File: src/rtl/rrg_param_loader.sv
// Host-side parameter loader for the ramp/rate generator: serialises one
// setpoint command onto reg_control/reg_0..3 and reports setpoint settling.
// Ports:
//   clk_slow, nReset              clock, synchronous active-low reset
//   cmd_valid/cmd_ready           command handshake
//   cmd_mask, cmd_*set            word mask and 64-bit parameter words
//   reg_control, reg_0..reg_3     code and 16-bit value slices to generator
//   busy, commit_pulse            sequence status, first-cycle commit strobe
//   Yis, Ris, settled             generator feedback and settle flag
module rrg_param_loader #(
    parameter int HOLD_CYCLES   = 2,
    parameter int GAP_CYCLES    = 1,
    parameter int SETTLE_CYCLES = 4
) (
    input  logic               clk_slow,
    input  logic               nReset,
    input  logic               cmd_valid,
    output logic               cmd_ready,
    input  logic [3:0]         cmd_mask,
    input  logic signed [63:0] cmd_yset,
    input  logic signed [63:0] cmd_rset,
    input  logic signed [63:0] cmd_riset,
    input  logic signed [63:0] cmd_roset,
    output logic [15:0]        reg_control,
    output logic [15:0]        reg_0,
    output logic [15:0]        reg_1,
    output logic [15:0]        reg_2,
    output logic [15:0]        reg_3,
    output logic               busy,
    output logic               commit_pulse,
    input  logic signed [63:0] Yis,
    input  logic signed [63:0] Ris,
    output logic               settled
);

    localparam int CMAX = (HOLD_CYCLES > GAP_CYCLES) ? HOLD_CYCLES : GAP_CYCLES;
    localparam int CW   = $clog2(CMAX + 1);
    localparam int SW   = $clog2(SETTLE_CYCLES + 1);

    localparam logic [CW-1:0] HLAST = CW'(HOLD_CYCLES - 1);
    localparam logic [CW-1:0] GLAST = (GAP_CYCLES > 0) ? CW'(GAP_CYCLES - 1) : '0;
    localparam logic [SW-1:0] SMAX  = SW'(SETTLE_CYCLES);

    typedef enum logic [2:0] {
        S_IDLE,
        S_LOAD,
        S_GAP,
        S_COMMIT,
        S_CGAP
    } state_t;

    state_t           state_q, state_d;
    logic [CW-1:0]    cnt_q, cnt_d;
    logic [1:0]       idx_q, idx_d;
    logic [3:0]       pend_q, pend_d;
    logic [3:0][63:0] words_q, words_d;
    logic             ymask_q, ymask_d;

    logic [15:0]      ctrl_q, ctrl_d;
    logic [63:0]      data_q, data_d;
    logic             ready_q, ready_d;
    logic             busy_q, busy_d;
    logic             pulse_q, pulse_d;

    logic [1:0]       adv_idx;

    function automatic logic [1:0] lowest(input logic [3:0] m);
        logic [1:0] r;
        if (m[0])      r = 2'd0;
        else if (m[1]) r = 2'd1;
        else if (m[2]) r = 2'd2;
        else           r = 2'd3;
        return r;
    endfunction

    always_ff @(posedge clk_slow) begin
        if (!nReset) begin
            state_q <= S_IDLE;
            cnt_q   <= '0;
            idx_q   <= '0;
            pend_q  <= '0;
            words_q <= '0;
            ymask_q <= 1'b0;
            ctrl_q  <= '0;
            data_q  <= '0;
            ready_q <= 1'b0;
            busy_q  <= 1'b0;
            pulse_q <= 1'b0;
        end else begin
            state_q <= state_d;
            cnt_q   <= cnt_d;
            idx_q   <= idx_d;
            pend_q  <= pend_d;
            words_q <= words_d;
            ymask_q <= ymask_d;
            ctrl_q  <= ctrl_d;
            data_q  <= data_d;
            ready_q <= ready_d;
            busy_q  <= busy_d;
            pulse_q <= pulse_d;
        end
    end

    // pend holds the words still to be sent; the lowest one goes next
    assign adv_idx = lowest(pend_q);

    always_comb begin
        state_d = state_q;
        cnt_d   = cnt_q + CW'(1);
        idx_d   = idx_q;
        pend_d  = pend_q;
        words_d = words_q;
        ymask_d = ymask_q;

        unique case (state_q)
            S_IDLE: begin
                cnt_d = '0;
                if (cmd_valid && ready_q) begin
                    words_d = {cmd_roset, cmd_riset, cmd_rset, cmd_yset};
                    ymask_d = cmd_mask[0];
                    if (cmd_mask != 4'd0) begin
                        state_d = S_LOAD;
                        idx_d   = lowest(cmd_mask);
                        pend_d  = cmd_mask & ~(4'b0001 << idx_d);
                    end else begin
                        state_d = S_COMMIT;
                        pend_d  = '0;
                    end
                end
            end
            S_LOAD, S_GAP: begin
                if ((state_q == S_LOAD && cnt_q == HLAST) ||
                    (state_q == S_GAP && cnt_q == GLAST)) begin
                    cnt_d = '0;
                    if (state_q == S_LOAD && GAP_CYCLES > 0) begin
                        state_d = S_GAP;
                    end else if (pend_q != 4'd0) begin
                        state_d = S_LOAD;
                        idx_d   = adv_idx;
                        pend_d  = pend_q & ~(4'b0001 << adv_idx);
                    end else begin
                        state_d = S_COMMIT;
                    end
                end
            end
            S_COMMIT: begin
                if (cnt_q == HLAST) begin
                    cnt_d   = '0;
                    state_d = (GAP_CYCLES > 0) ? S_CGAP : S_IDLE;
                end
            end
            S_CGAP: begin
                if (cnt_q == GLAST) begin
                    cnt_d   = '0;
                    state_d = S_IDLE;
                end
            end
            default: begin
                cnt_d   = '0;
                state_d = S_IDLE;
            end
        endcase

        // outputs are registered from the next state so they line up with it
        ctrl_d = '0;
        data_d = data_q;
        if (state_d == S_LOAD) begin
            ctrl_d = {14'd0, idx_d} + 16'd1;
            data_d = words_d[idx_d];
        end else if (state_d == S_COMMIT) begin
            ctrl_d = 16'd5;
        end
        ready_d = (state_d == S_IDLE);
        busy_d  = (state_d != S_IDLE);
        pulse_d = (state_d == S_COMMIT) && (state_q != S_COMMIT);
    end

    assign cmd_ready    = ready_q;
    assign busy         = busy_q;
    assign commit_pulse = pulse_q;
    assign reg_control  = ctrl_q;
    assign reg_0        = data_q[15:0];
    assign reg_1        = data_q[31:16];
    assign reg_2        = data_q[47:32];
    assign reg_3        = data_q[63:48];

    logic [63:0]   yis_q, ris_q;
    logic          vld_q;
    logic [63:0]   cyset_q, cyset_d;
    logic [SW-1:0] mcnt_q, mcnt_d;
    logic          settled_q, settled_d;
    logic          match;

    // vld_q keeps the reset value of yis_q from counting as a sample
    assign match = vld_q && (yis_q == cyset_q) && (ris_q == 64'd0);

    always_comb begin
        cyset_d = cyset_q;
        mcnt_d  = mcnt_q;
        if (pulse_q) begin
            mcnt_d = '0;
            if (ymask_q) begin
                cyset_d = words_q[0];
            end
        end else if (!match) begin
            mcnt_d = '0;
        end else if (mcnt_q != SMAX) begin
            mcnt_d = mcnt_q + SW'(1);
        end
        // requiring the count to stay full lets a mismatch drop settled at once
        settled_d = (mcnt_q == SMAX) && (mcnt_d == SMAX);
    end

    always_ff @(posedge clk_slow) begin
        if (!nReset) begin
            yis_q     <= '0;
            ris_q     <= '0;
            vld_q     <= 1'b0;
            cyset_q   <= '0;
            mcnt_q    <= '0;
            settled_q <= 1'b0;
        end else begin
            yis_q     <= Yis;
            ris_q     <= Ris;
            vld_q     <= 1'b1;
            cyset_q   <= cyset_d;
            mcnt_q    <= mcnt_d;
            settled_q <= settled_d;
        end
    end

    assign settled = settled_q;

endmodule

File: config.mk
export PLATFORM = sky130hd
export DESIGN_NAME = rrg_param_loader
export DESIGN_NICKNAME = d
export VERILOG_FILES = /design/src/rtl/rrg_param_loader.sv
export SDC_FILE = /design/constraint.sdc
export NUM_CORES = 1
export LEC_CHECK = 0
export ABC_AREA = 0
export CORE_ASPECT_RATIO = 0.7
export CORE_MARGIN = 1.5
export CORE_UTILIZATION = 50
export CTS_BUF_LIST = sky130_fd_sc_hd__clkbuf_4 sky130_fd_sc_hd__clkbuf_8 sky130_fd_sc_hd__clkbuf_16
export DETAILED_ROUTE_END_ITERATION = 10
export GPL_ROUTABILITY_DRIVEN = 0
export GPL_TIMING_DRIVEN = 0
export PLACE_DENSITY_LB_ADDON = 0.1
export SYNTH_ARGS = -nofsm -noshare
export SYNTH_HDL_FRONTEND = slang
export SYNTH_SLANG_ARGS = --single-unit
File: constraint.sdc
create_clock -name clk_slow -period 2.92 [get_ports clk_slow]
set_input_delay 0.292 -clock clk_slow [delete_from_list [all_inputs] [get_ports clk_slow]]
set_output_delay 0.292 -clock clk_slow [all_outputs]
set_load 0.02 [all_outputs]
==> impl_metrics.csv, run 1 <==
group,metric,value,unit
floorplanning,initial_utilization,0.512,
global_route,global_route.usage.total,0.301,
logic_synthesis,synth.top_cells.by_area,"sky130_fd_sc_hd__dfxtp_1 51%, sky130_fd_sc_hd__mux2i_1 12%, sky130_fd_sc_hd__nor2b_1 7.8%",
drt,met3_length,3.94,mm
placement,dpl-instance-area,0.0265,sq mm
worst_setup_path,timing.critical_path.slowest_cell_delay,580,ps
global_route,grt_first_pass_wirelength,99.3,mm
drt,final_antenna_net_count,0,
clock_network,tritoncts,"built",
clock_network,path_clk_slew,70,ps
logic_synthesis,synth_seq_cells,535,
timing,post-route-min-period,2780,ps
timing,timing.final.setup_violations,0,
logic_synthesis,synth_area_leader_cell,"sky130_fd_sc_hd__dfxtp_1",
logic_synthesis,ys_top_cells_by_count,"535 x sky130_fd_sc_hd__dfxtp_1, 264 x sky130_fd_sc_hd__nor2b_1, 256 x sky130_fd_sc_hd__mux2i_1",
clock_network,cts_buffers,50,
worst_setup_path,r2r_setup_slack,140,ps
logic_synthesis,dominantRegCellSynth,"sky130_fd_sc_hd__dfxtp_1",
power_and_ir_drop,sequential_cell_fraction_of_total_power,0.447,
global_route,grt_start_max_net_pins,16,
logic_synthesis,netlist_area,0.0212,sq mm
logic_synthesis,synth-warning-count,0,
clock_network,cts_root_cell,"sky130_fd_sc_hd__clkbuf_16",
logic_synthesis,synth_enable_flop_cells,0,
worst_setup_path,timing.critical_path.from_type,"flop",
global_route,grt_remaining_overflow,0,
placement,number_of_cells_after_detailed_placement,2949,
worst_hold_path,timing.hold.worst_path_depth,2,
timing,transition_time_at_the_pin_with_the_least_slew_margin,1120,ps
clock_network,cts_htree_levels,2,
logic_synthesis,synth.top_cell.area_share,0.505,
cells_and_area,fillers,3239,
floorplanning,fp.coreArea,0.0414,sq mm
drt,drt-vias-per-instance,5.29,
drt,vias,16100,
worst_setup_path,worst_ep_required,3350,ps
logic_synthesis,post_synth_num_cell_types,57,
timing,max_slew_headroom,0.252,
flow_run,max_cap_viol_count,0,
floorplanning,ioPinCount,475,
timing,clock_skew,19.1,ps
drt,drt_wl_total,66.6,mm
drt,first_iter_violations,1078,
cells_and_area,area_growth,33.4,%
drt,detail_route.first_pass.iterations,5,
power_and_ir_drop,power_density,632,mW/mm^2
logic_synthesis,syn_avg_cell_area,11.0,sq um
power_and_ir_drop,p_leak,0.0102,uW
timing,slew_viol_final,0,
worst_setup_path,r2r-end,"data_q[53]$_SDFFE_PN0N_",
drt,m1WireLength,30.0,mm
clock_network,cts-root-to-sink-buffers,3,
floorplanning,num_rows,62,
worst_setup_path,timing_worst_setup_path_type,"reg2reg",
timing,maxClockFrequency,360,MHz
drt,highest-signal-layer,"met5",
worst_setup_path,cpMaxStageDelayCell,"sky130_fd_sc_hd__clkbuf_1",
floorplanning,chipWidth,249,microns
timing,finalHoldViolCount,0,
global_route,first_global_vias,16600,
power_and_ir_drop,power.total,17900,uW
power_and_ir_drop,internal_dissipation,13300,uW
worst_hold_path,tightest_hold_check_type,"in2reg",
run_status,status,"finished clean",
logic_synthesis,synth_most_common_cell,"sky130_fd_sc_hd__dfxtp_1",
floorplanning,die_area,0.0437,sq mm
power_and_ir_drop,ir_drop,0.000550,V
logic_synthesis,seq_area_frac_synth,0.505,
power_and_ir_drop,combPwrFrac,0.176,
cells_and_area,post_layout_nonfiller_instances,3053,
timing,final_min_period_over_clock_period,0.951,
power_and_ir_drop,power.share.clock,0.377,
timing,post_route_setup_tns,0,ps
floorplanning,die_height,175,microns
worst_setup_path,reg2reg_depth,8,
worst_setup_path,crit-reg2reg-launch,"cnt_q[0]$_SDFF_PN0_",
cells_and_area,postLayoutCellArea,0.0283,sq mm
drt,routed_wire_length_per_instance,21.8,microns
timing,grt_setup_unrepaired,"false",
power_and_ir_drop,power.net_switching,4550,uW
worst_setup_path,cp_data_arrival_time,3210,ps
worst_setup_path,setup.worst_path.end_class,"flop",
worst_setup_path,worstPathCellList,"inv_1, ha_1, nand2b_1, o21ai_0, and3_1, clkbuf_1, clkbuf_1, a21oi_1",
worst_setup_path,critical_path.most_common_cell,"sky130_fd_sc_hd__clkbuf_1",
worst_hold_path,timing.hold.worst_endpoint,"ris_q[28]$_SDFF_PN0_",
logic_synthesis,async_sr_flop_fraction,0,
drt,met2WireLength,30.5,mm
worst_setup_path,crit_path_buffers_inverters,3,
drt,route.detailed.drc,0,
global_route,initial_antenna_violation_count,19,
worst_setup_path,crit_family,"buffers and inverters",
clock_network,post-cts-setup-buffer-count,0,
cells_and_area,post_route_cells_drive_above_1_share,0.0892,
clock_network,clock_sinks,535,
worst_hold_path,holdCritStartpoint,"Ris[28]",
power_and_ir_drop,fraction_of_power_spent_switching_nets,0.255,
worst_setup_path,critical_path_peak_fanout,10,
placement,place.port_buffers,461,
cells_and_area,nNetsFinal,2854,
placement,post-dp-hpwl,50.9,mm
logic_synthesis,count_of_mapped_cells_out_of_synthesis,1932,
cells_and_area,utilization,0.683,
clock_network,worst_skew_pair_latency,580,ps
-- worst max-delay path by stage --
stage / from / end / cells after the start / slack [ps]
final: cnt_q[0]$_SDFF_PN0_ / data_q[53]$_SDFFE_PN0N_ / 8 / 140
after global routing: cnt_q[0]$_SDFF_PN0_ / data_q[21]$_SDFFE_PN0N_ / 9 / 30
after detailed placement: nReset / data_q[59]$_SDFFE_PN0N_ / 6 / -560
after CTS: nReset / data_q[59]$_SDFFE_PN0N_ / 6 / 20
after floorplan: cmd_ready$_SDFF_PN0_ / data_q[10]$_SDFFE_PN0N_ / 8 / 680
after global placement: nReset / data_q[57]$_SDFFE_PN0N_ / 6 / -520
-- registers in the layout (all words and copies together) (netlist names) --
register,count
commit_pulse,1
words_q,256
busy,1
state_q,3
pend_q,4
yis_q,64
cmd_ready,1
ris_q,64
data_q,64
settled,1
vld_q,1
idx_q,2
reg_control,3
cyset_q,64
cnt_q,2
mcnt_q,3
ymask_q,1
-- routing by layer --
layer  GRT usage  vias up
met2       0.486      532
met4       0.107        2
met3      0.0554      118
met1       0.408     7844
met5           0        -
li1            -     7646
-- power by group through the flow --
stage | Clock [uW] | Sequential, uW | Combinational, uW
2_1_floorplan | 0 | 8260 | 1550
3_5_place_dp | 0 | 8130 | 3120
5_1_grt | 7100 | 8010 | 3350
6_report | 6730 | 7980 | 3150
3_3_place_gp | 0 | 8120 | 3060
4_1_cts | 6800 | 7970 | 3130
-- stage by stage --
stage          setup WS, ps  hold slack, ps
2_1_floorplan           685             320
3_3_place_gp           -524             458
3_5_place_dp           -558             468
4_1_cts                24.7             272
5_1_grt                32.1             280
6_report                142             296
-- layout by cell type, fill, tap and decap left out, drive strengths merged, types with 20 or more instances in the layout --
master         instances
nand2                141
dfxtp                535
mux2i                256
buf                   61
nor4                  28
nor2b                264
a21oi                 67
o21ai                 70
mux4                  64
and2                 137
clkbuf               157
xor2                  36
a21boi                67
clkdlybuf4s50        461
inv                   20
-- cell families (layout without fill, tap and decap cells) --
kind of cell,after synthesis,after routing,share of synthesized area
AO/OA/AOI/OAI,239,239,0.0721
XOR/XNOR,55,55,0.0227
adder cells (fa/ha/maj),6,6,0.00354
buffers and inverters,164,710,0.0442
flip-flops,535,535,0.505
multiplexers,320,320,0.189
other,1,32,0.000177
AND/OR/NAND/NOR,612,612,0.163
-- area by class of cell --
class,count,area (sq um),area share
flip-flops and latches,535,10700,0.379
inverters,20,75.1,0.00265
diodes,19,47.5,0.00168
multi-input cells,1245,9600,0.339
repair buffers,461,4610,0.163
well taps,544,681,0.0241
plain buffers,144,867,0.0307
clock inverters,11,135,0.00478
clock buffers,74,1550,0.0549
-- what timing repair did --
action	in CTS	in global routing
hold buffers	0	0
endpoints found under the setup margin	19	10
endpoints found under the hold margin	0	0
gates resized for setup	1	7
Note: power is estimated with default switching activity, not from simulation.
==> run 2: changes to the inputs <==
- CORE_UTILIZATION: 50 -> 45
==> impl_metrics.csv, run 2 (synthesis results as in run 1) <==
group,metric,value,unit
run_status,status,"finished clean",
global_route,first_global_vias,15900,
timing,maxClockFrequency,366,MHz
cells_and_area,post_route_cells_drive_above_1_share,0.0914,
worst_setup_path,critical_path_peak_fanout,10,
worst_setup_path,r2r-end,"settled$_SDFF_PN0_",
timing,grt_setup_unrepaired,"false",
floorplanning,num_rows,66,
drt,final_antenna_net_count,0,
floorplanning,initial_utilization,0.456,
power_and_ir_drop,combPwrFrac,0.175,
power_and_ir_drop,ir_drop,0.000438,V
worst_setup_path,setup.worst_path.end_class,"flop",
power_and_ir_drop,sequential_cell_fraction_of_total_power,0.445,
timing,post_route_setup_tns,0,ps
cells_and_area,top_library_cells_by_usage_in_the_layout_fill_and_taps_aside,"535 x sky130_fd_sc_hd__dfxtp_1, 461 x sky130_fd_sc_hd__clkdlybuf4s50_1, 264 x sky130_fd_sc_hd__nor2b_1",
drt,detail_route.first_pass.iterations,5,
drt,drt-vias-per-instance,5.14,
timing,fin_hold_ws,300,ps
drt,drt_wl_total,66.8,mm
power_and_ir_drop,power.total,17900,uW
global_route,initial_antenna_violation_count,22,
power_and_ir_drop,power.share.clock,0.379,
cells_and_area,largest_register_ffs,256,
worst_setup_path,worst_ep_required,3420,ps
global_route,grt_remaining_overflow,0,
worst_setup_path,r2r_setup_slack,240,ps
power_and_ir_drop,p_leak,0.0102,uW
floorplanning,die_area,0.0484,sq mm
power_and_ir_drop,fraction_of_power_spent_switching_nets,0.256,
cells_and_area,most_common_library_cell_in_the_layout_ignoring_fill_and_taps,"sky130_fd_sc_hd__dfxtp_1",
worst_setup_path,reg2reg_depth,6,
worst_hold_path,timing.hold.worst_endpoint,"ris_q[58]$_SDFF_PN0_",
worst_setup_path,crit-reg2reg-launch,"ris_q[39]$_SDFF_PN0_",
floorplanning,fp.coreArea,0.0465,sq mm
clock_network,tritoncts,"built",
worst_hold_path,holdCritStartpoint,"Ris[58]",
cells_and_area,area_growth,34.0,%
timing,timing.final.setup_violations,0,
worst_setup_path,timing.critical_path.slowest_cell_delay,890,ps
clock_network,cts_buffers,51,
clock_network,worst_skew_pair_latency,570,ps
worst_hold_path,timing.hold.worst_path_depth,2,
worst_setup_path,timing_worst_setup_path_type,"in2reg",
worst_setup_path,timing.critical_path.from_type,"primary input",
worst_hold_path,tightest_hold_check_type,"in2reg",
cells_and_area,largest_reg_by_ff_count,"words_q",
timing,slew_viol_final,0,
placement,post-dp-hpwl,51.5,mm
drt,first_iter_violations,976,
clock_network,post-cts-setup-buffer-count,0,
clock_network,ctsResizeCount,1,
timing,transition_time_at_the_pin_with_the_least_slew_margin,1200,ps
global_route,grt_first_pass_wirelength,97.1,mm
drt,vias,16000,
clock_network,cts_root_cell,"sky130_fd_sc_hd__clkbuf_16",
timing,clock_skew,8.38,ps
cells_and_area,nNetsFinal,2855,
drt,routed_wire_length_per_instance,21.4,microns
timing,final_min_period_over_clock_period,0.935,
timing,max_slew_headroom,0.203,
timing,finalHoldViolCount,0,
clock_network,clock_sinks,535,
placement,place.port_buffers,461,
drt,route.detailed.drc,0,
global_route,grt_start_max_net_pins,15,
floorplanning,die_height,185,microns
flow_run,max_cap_viol_count,0,
power_and_ir_drop,internal_dissipation,13300,uW
floorplanning,ioPinCount,475,
clock_network,path_clk_slew,60,ps
clock_network,cts-root-to-sink-buffers,3,
clock_network,cts_hold_buffers,0,
floorplanning,chipWidth,262,microns
worst_setup_path,worstPathCellList,"clkdlybuf4s50_1, clkbuf_1, clkbuf_1, clkbuf_1, nor2b_1",
timing,post-route-min-period,2730,ps
worst_setup_path,cpMaxStageDelayCell,"sky130_fd_sc_hd__clkbuf_1",
power_and_ir_drop,power_density,631,mW/mm^2
global_route,global_route.usage.total,0.268,
clock_network,cts_htree_levels,2,
worst_setup_path,cp_data_arrival_time,3230,ps
worst_setup_path,critical_path.most_common_cell,"sky130_fd_sc_hd__clkbuf_1",
power_and_ir_drop,power.net_switching,4580,uW
[run 2: power by group through the flow]
stage | Combinational (uW) | Sequential (uW) | Clock (uW)
finish | 3140 | 7970 | 6800
global route | 3350 | 8010 | 7170
floorplan | 1550 | 8260 | 0
CTS | 3140 | 7970 | 6870
global placement | 3080 | 8120 | 0
detailed placement | 3120 | 8130 | 0
[run 2: metrics by stage]
stage / instance area, sq um / setup slack, ps / instances / util
2_1_floorplan: 21200 / 685 / 1944 / -
3_3_place_gp: 26600 / -520 / 3017 / 0.573
3_5_place_dp: 26600 / -551 / 3017 / 0.573
5_1_grt: 28400 / 77.3 / 3122 / 0.611
4_1_cts: 28300 / 41.2 / 3107 / 0.610
6_report: 28400 / 190 / 3123 / 0.611
[run 2: cell type report]
cell class	instances	area, sq um
fill	3830	18100
sequential	535	10700
multi-input combinational	1245	9600
timing repair buffer	461	4610
clock buffer	77	1600
buffer	144	867
tap	612	766
clock inverter	13	123
inverter	20	75.1
antenna	16	40.0
[run 2: worst max-delay path, delay by kind of cell]
family | cells | cell delay (ps)
buffers and inverters | 4 | 2690
and+or+nand+nor | 1 | 220
[run 2: how the worst max path moves through the flow]
stage,to,cells past startpoint,from
floorplan,data_q[10]$_SDFFE_PN0N_,8,cmd_ready$_SDFF_PN0_
global placement,data_q[56]$_SDFFE_PN0N_,6,nReset
detailed placement,data_q[58]$_SDFFE_PN0N_,6,nReset
CTS,data_q[58]$_SDFFE_PN0N_,6,nReset
global route,data_q[14]$_SDFFE_PN0N_,10,cnt_q[0]$_SDFF_PN0_
finish,words_q[69]$_SDFF_PN0_,5,nReset
[run 2: layer usage]
metal / vias to the layer above / part of all wire / routed length, microns / track usage
met3: 108 / 0.059 / 3930 / 0.0470
met1: 7752 / 0.46 / 30700 / 0.368
met5: - / 0.00060 / 40 / 0
met2: 542 / 0.45 / 30200 / 0.427
li1: 7633 / - / - / -
met4: 6 / 0.030 / 2030 / 0.0919
==> run 3: changes to the inputs <==
- CORE_MARGIN: 1.5 -> 2
==> impl_metrics.csv, run 3 (synthesis results as in run 1) <==
group,metric,value,unit
run_status,status,"finished clean",
drt,detail_route.first_pass.iterations,5,
drt,final_antenna_net_count,0,
floorplanning,initial_utilization,0.456,
power_and_ir_drop,fraction_of_power_spent_switching_nets,0.250,
clock_network,post-cts-setup-buffer-count,0,
cells_and_area,area_growth,34.8,%
drt,drt_wl_total,67.0,mm
floorplanning,fp.coreArea,0.0465,sq mm
drt,vias,15900,
worst_setup_path,timing.critical_path.slowest_cell_delay,590,ps
worst_setup_path,r2r_setup_slack,260,ps
placement,place.port_buffers,461,
cells_and_area,largest_register_ffs,256,
power_and_ir_drop,power.share.clock,0.400,
cells_and_area,post_route_cells_drive_above_1_share,0.0940,
floorplanning,chipWidth,263,microns
timing,transition_time_at_the_pin_with_the_least_slew_margin,1130,ps
clock_network,worst_skew_pair_latency,580,ps
power_and_ir_drop,p_leak,0.0103,uW
worst_hold_path,tightest_hold_check_type,"in2reg",
worst_setup_path,crit_path_buffers_inverters,2,
drt,first_iter_violations,1119,
drt,route.detailed.drc,0,
timing,slew_viol_final,0,
clock_network,cts_buffers,52,
cells_and_area,nNetsFinal,2856,
timing,fin_hold_ws,289,ps
global_route,first_global_vias,15900,
power_and_ir_drop,power.net_switching,4630,uW
placement,dp_slack,-724,ps
worst_setup_path,timing_worst_setup_path_type,"reg2reg",
power_and_ir_drop,sequential_cell_fraction_of_total_power,0.430,
timing,post-route-min-period,2660,ps
worst_setup_path,timing.critical_path.from_type,"flop",
clock_network,cts_root_cell,"sky130_fd_sc_hd__clkbuf_16",
timing,timing.final.setup_violations,0,
worst_setup_path,worst_ep_required,3410,ps
timing,setup_ws,260,ps
worst_setup_path,setup.worst_path.end_class,"flop",
placement,post-dp-hpwl,51.3,mm
global_route,grt_first_pass_wirelength,97.5,mm
worst_setup_path,reg2reg_depth,7,
clock_network,tritoncts,"built",
clock_network,cts_hold_buffers,0,
clock_network,ctsResizeCount,2,
global_route,grt_remaining_overflow,0,
timing,clock_skew,21.9,ps
timing,finalHoldViolCount,0,
power_and_ir_drop,power_density,649,mW/mm^2
worst_hold_path,holdCritStartpoint,"Yis[53]",
worst_setup_path,critical_path_peak_fanout,10,
cells_and_area,largest_reg_by_ff_count,"words_q",
power_and_ir_drop,combPwrFrac,0.170,
worst_setup_path,cpMaxStageDelayCell,"sky130_fd_sc_hd__o311ai_4",
clock_network,cts_htree_levels,2,
clock_network,cts-root-to-sink-buffers,3,
drt,drt-vias-per-instance,5.08,
timing,max_slew_headroom,0.249,
power_and_ir_drop,power.total,18500,uW
cells_and_area,top_library_cells_by_usage_in_the_layout_fill_and_taps_aside,"535 x sky130_fd_sc_hd__dfxtp_1, 461 x sky130_fd_sc_hd__clkdlybuf4s50_1, 264 x sky130_fd_sc_hd__nor2b_1",
floorplanning,die_height,186,microns
timing,final_min_period_over_clock_period,0.911,
worst_hold_path,timing.hold.worst_endpoint,"yis_q[53]$_SDFF_PN0_",
clock_network,clock_sinks,535,
worst_setup_path,cp_data_arrival_time,3150,ps
drt,routed_wire_length_per_instance,21.4,microns
flow_run,max_cap_viol_count,0,
cells_and_area,utilization,0.615,
worst_setup_path,r2r-end,"data_q[5]$_SDFFE_PN0N_",
power_and_ir_drop,internal_dissipation,13900,uW
clock_network,path_clk_slew,70,ps
cells_and_area,most_common_library_cell_in_the_layout_ignoring_fill_and_taps,"sky130_fd_sc_hd__dfxtp_1",
floorplanning,die_area,0.0489,sq mm
global_route,initial_antenna_violation_count,19,
floorplanning,ioPinCount,475,
worst_hold_path,timing.hold.worst_path_depth,2,
timing,maxClockFrequency,376,MHz
global_route,global_route.usage.total,0.267,
power_and_ir_drop,ir_drop,0.000395,V
worst_setup_path,crit_family,"compound AO/OA/AOI/OAI gates",
worst_setup_path,crit-reg2reg-launch,"state_q[1]$_SDFF_PN0_",
worst_setup_path,worstPathCellList,"and2b_1, nand3_1, o311ai_4, buf_6, buf_2, mux4_2, a21oi_1",
global_route,grt_start_max_net_pins,16,
floorplanning,num_rows,66,
timing,grt_setup_unrepaired,"false",
-- run 3: changes by cell type in the layout (fill, tap and decap cells not counted) --
cell                         previous run  this run
sky130_fd_sc_hd__diode_2               16        13
sky130_fd_sc_hd__nor4_2                 1         2
sky130_fd_sc_hd__clkinv_4               0         1
sky130_fd_sc_hd__nor3_1                 5         6
sky130_fd_sc_hd__clkbuf_1              79        78
sky130_fd_sc_hd__clkbuf_2               4         5
sky130_fd_sc_hd__nor4_1                27        26
sky130_fd_sc_hd__clkbuf_8              15        11
sky130_fd_sc_hd__clkinvlp_4             3         2
sky130_fd_sc_hd__bufinv_16              2         9
sky130_fd_sc_hd__nor3_2                 1         0
sky130_fd_sc_hd__clkbuf_4               9        12
-- run 3: final cells by class --
cell class,count,area (sq um)
plain buffers,144,868
fillers,3872,17900
flip-flops and latches,535,10700
repair buffers,461,4610
clock buffers,76,1570
diodes,13,32.5
clock inverters,20,334
multi-input cells,1245,9600
well taps,612,766
inverters,20,75.1
-- run 3: power by group through the flow --
stage / Clock (uW) / Combinational (uW) / Sequential [uW]
3_5_place_dp: 0 / 3120 / 8130
5_1_grt: 7840 / 3350 / 8010
2_1_floorplan: 0 / 1550 / 8260
3_3_place_gp: 0 / 3090 / 8120
6_report: 7420 / 3140 / 7970
4_1_cts: 7520 / 3140 / 7970
-- run 3: how the worst max path moves through the flow --
stage | from | to | slack (ps) | cells past startpoint
detailed placement | nReset | data_q[61]$_SDFFE_PN0N_ | -720 | 6
CTS | ris_q[39]$_SDFF_PN0_ | settled$_SDFF_PN0_ | 50 | 6
finish | state_q[1]$_SDFF_PN0_ | data_q[5]$_SDFFE_PN0N_ | 260 | 7
floorplan | cmd_ready$_SDFF_PN0_ | data_q[10]$_SDFFE_PN0N_ | 680 | 8
global route | ris_q[39]$_SDFF_PN0_ | settled$_SDFF_PN0_ | 30 | 6
global placement | nReset | data_q[57]$_SDFFE_PN0N_ | -630 | 6
-- run 3: through the flow --
step	instance area, sq um	std cells	TNS, ps
floorplan	21200	1944	0
global placement	26600	3017	-36070
detailed placement	26600	3017	-44090
CTS	28500	3113	0
global route	28600	3125	0
finish	28600	3126	0
-- run 3: worst register-to-register path: stages (launching register included) --
cell and delay [ps]:
sky130_fd_sc_hd__dfxtp_1 460, sky130_fd_sc_hd__and2b_1 210, sky130_fd_sc_hd__nand3_1 160, sky130_fd_sc_hd__o311ai_4 590, sky130_fd_sc_hd__buf_6 290, sky130_fd_sc_hd__buf_2 330, sky130_fd_sc_hd__mux4_2 360, sky130_fd_sc_hd__a21oi_1 180
-- run 3: per-layer routing --
layer  global-route usage  wire (microns)  up-vias
met5                    0              39        -
met4               0.0880            1880        6
met3               0.0470            4070      106
met2                0.426           30700      516
met1                0.369           30300     7616
li1                     -               -     7631
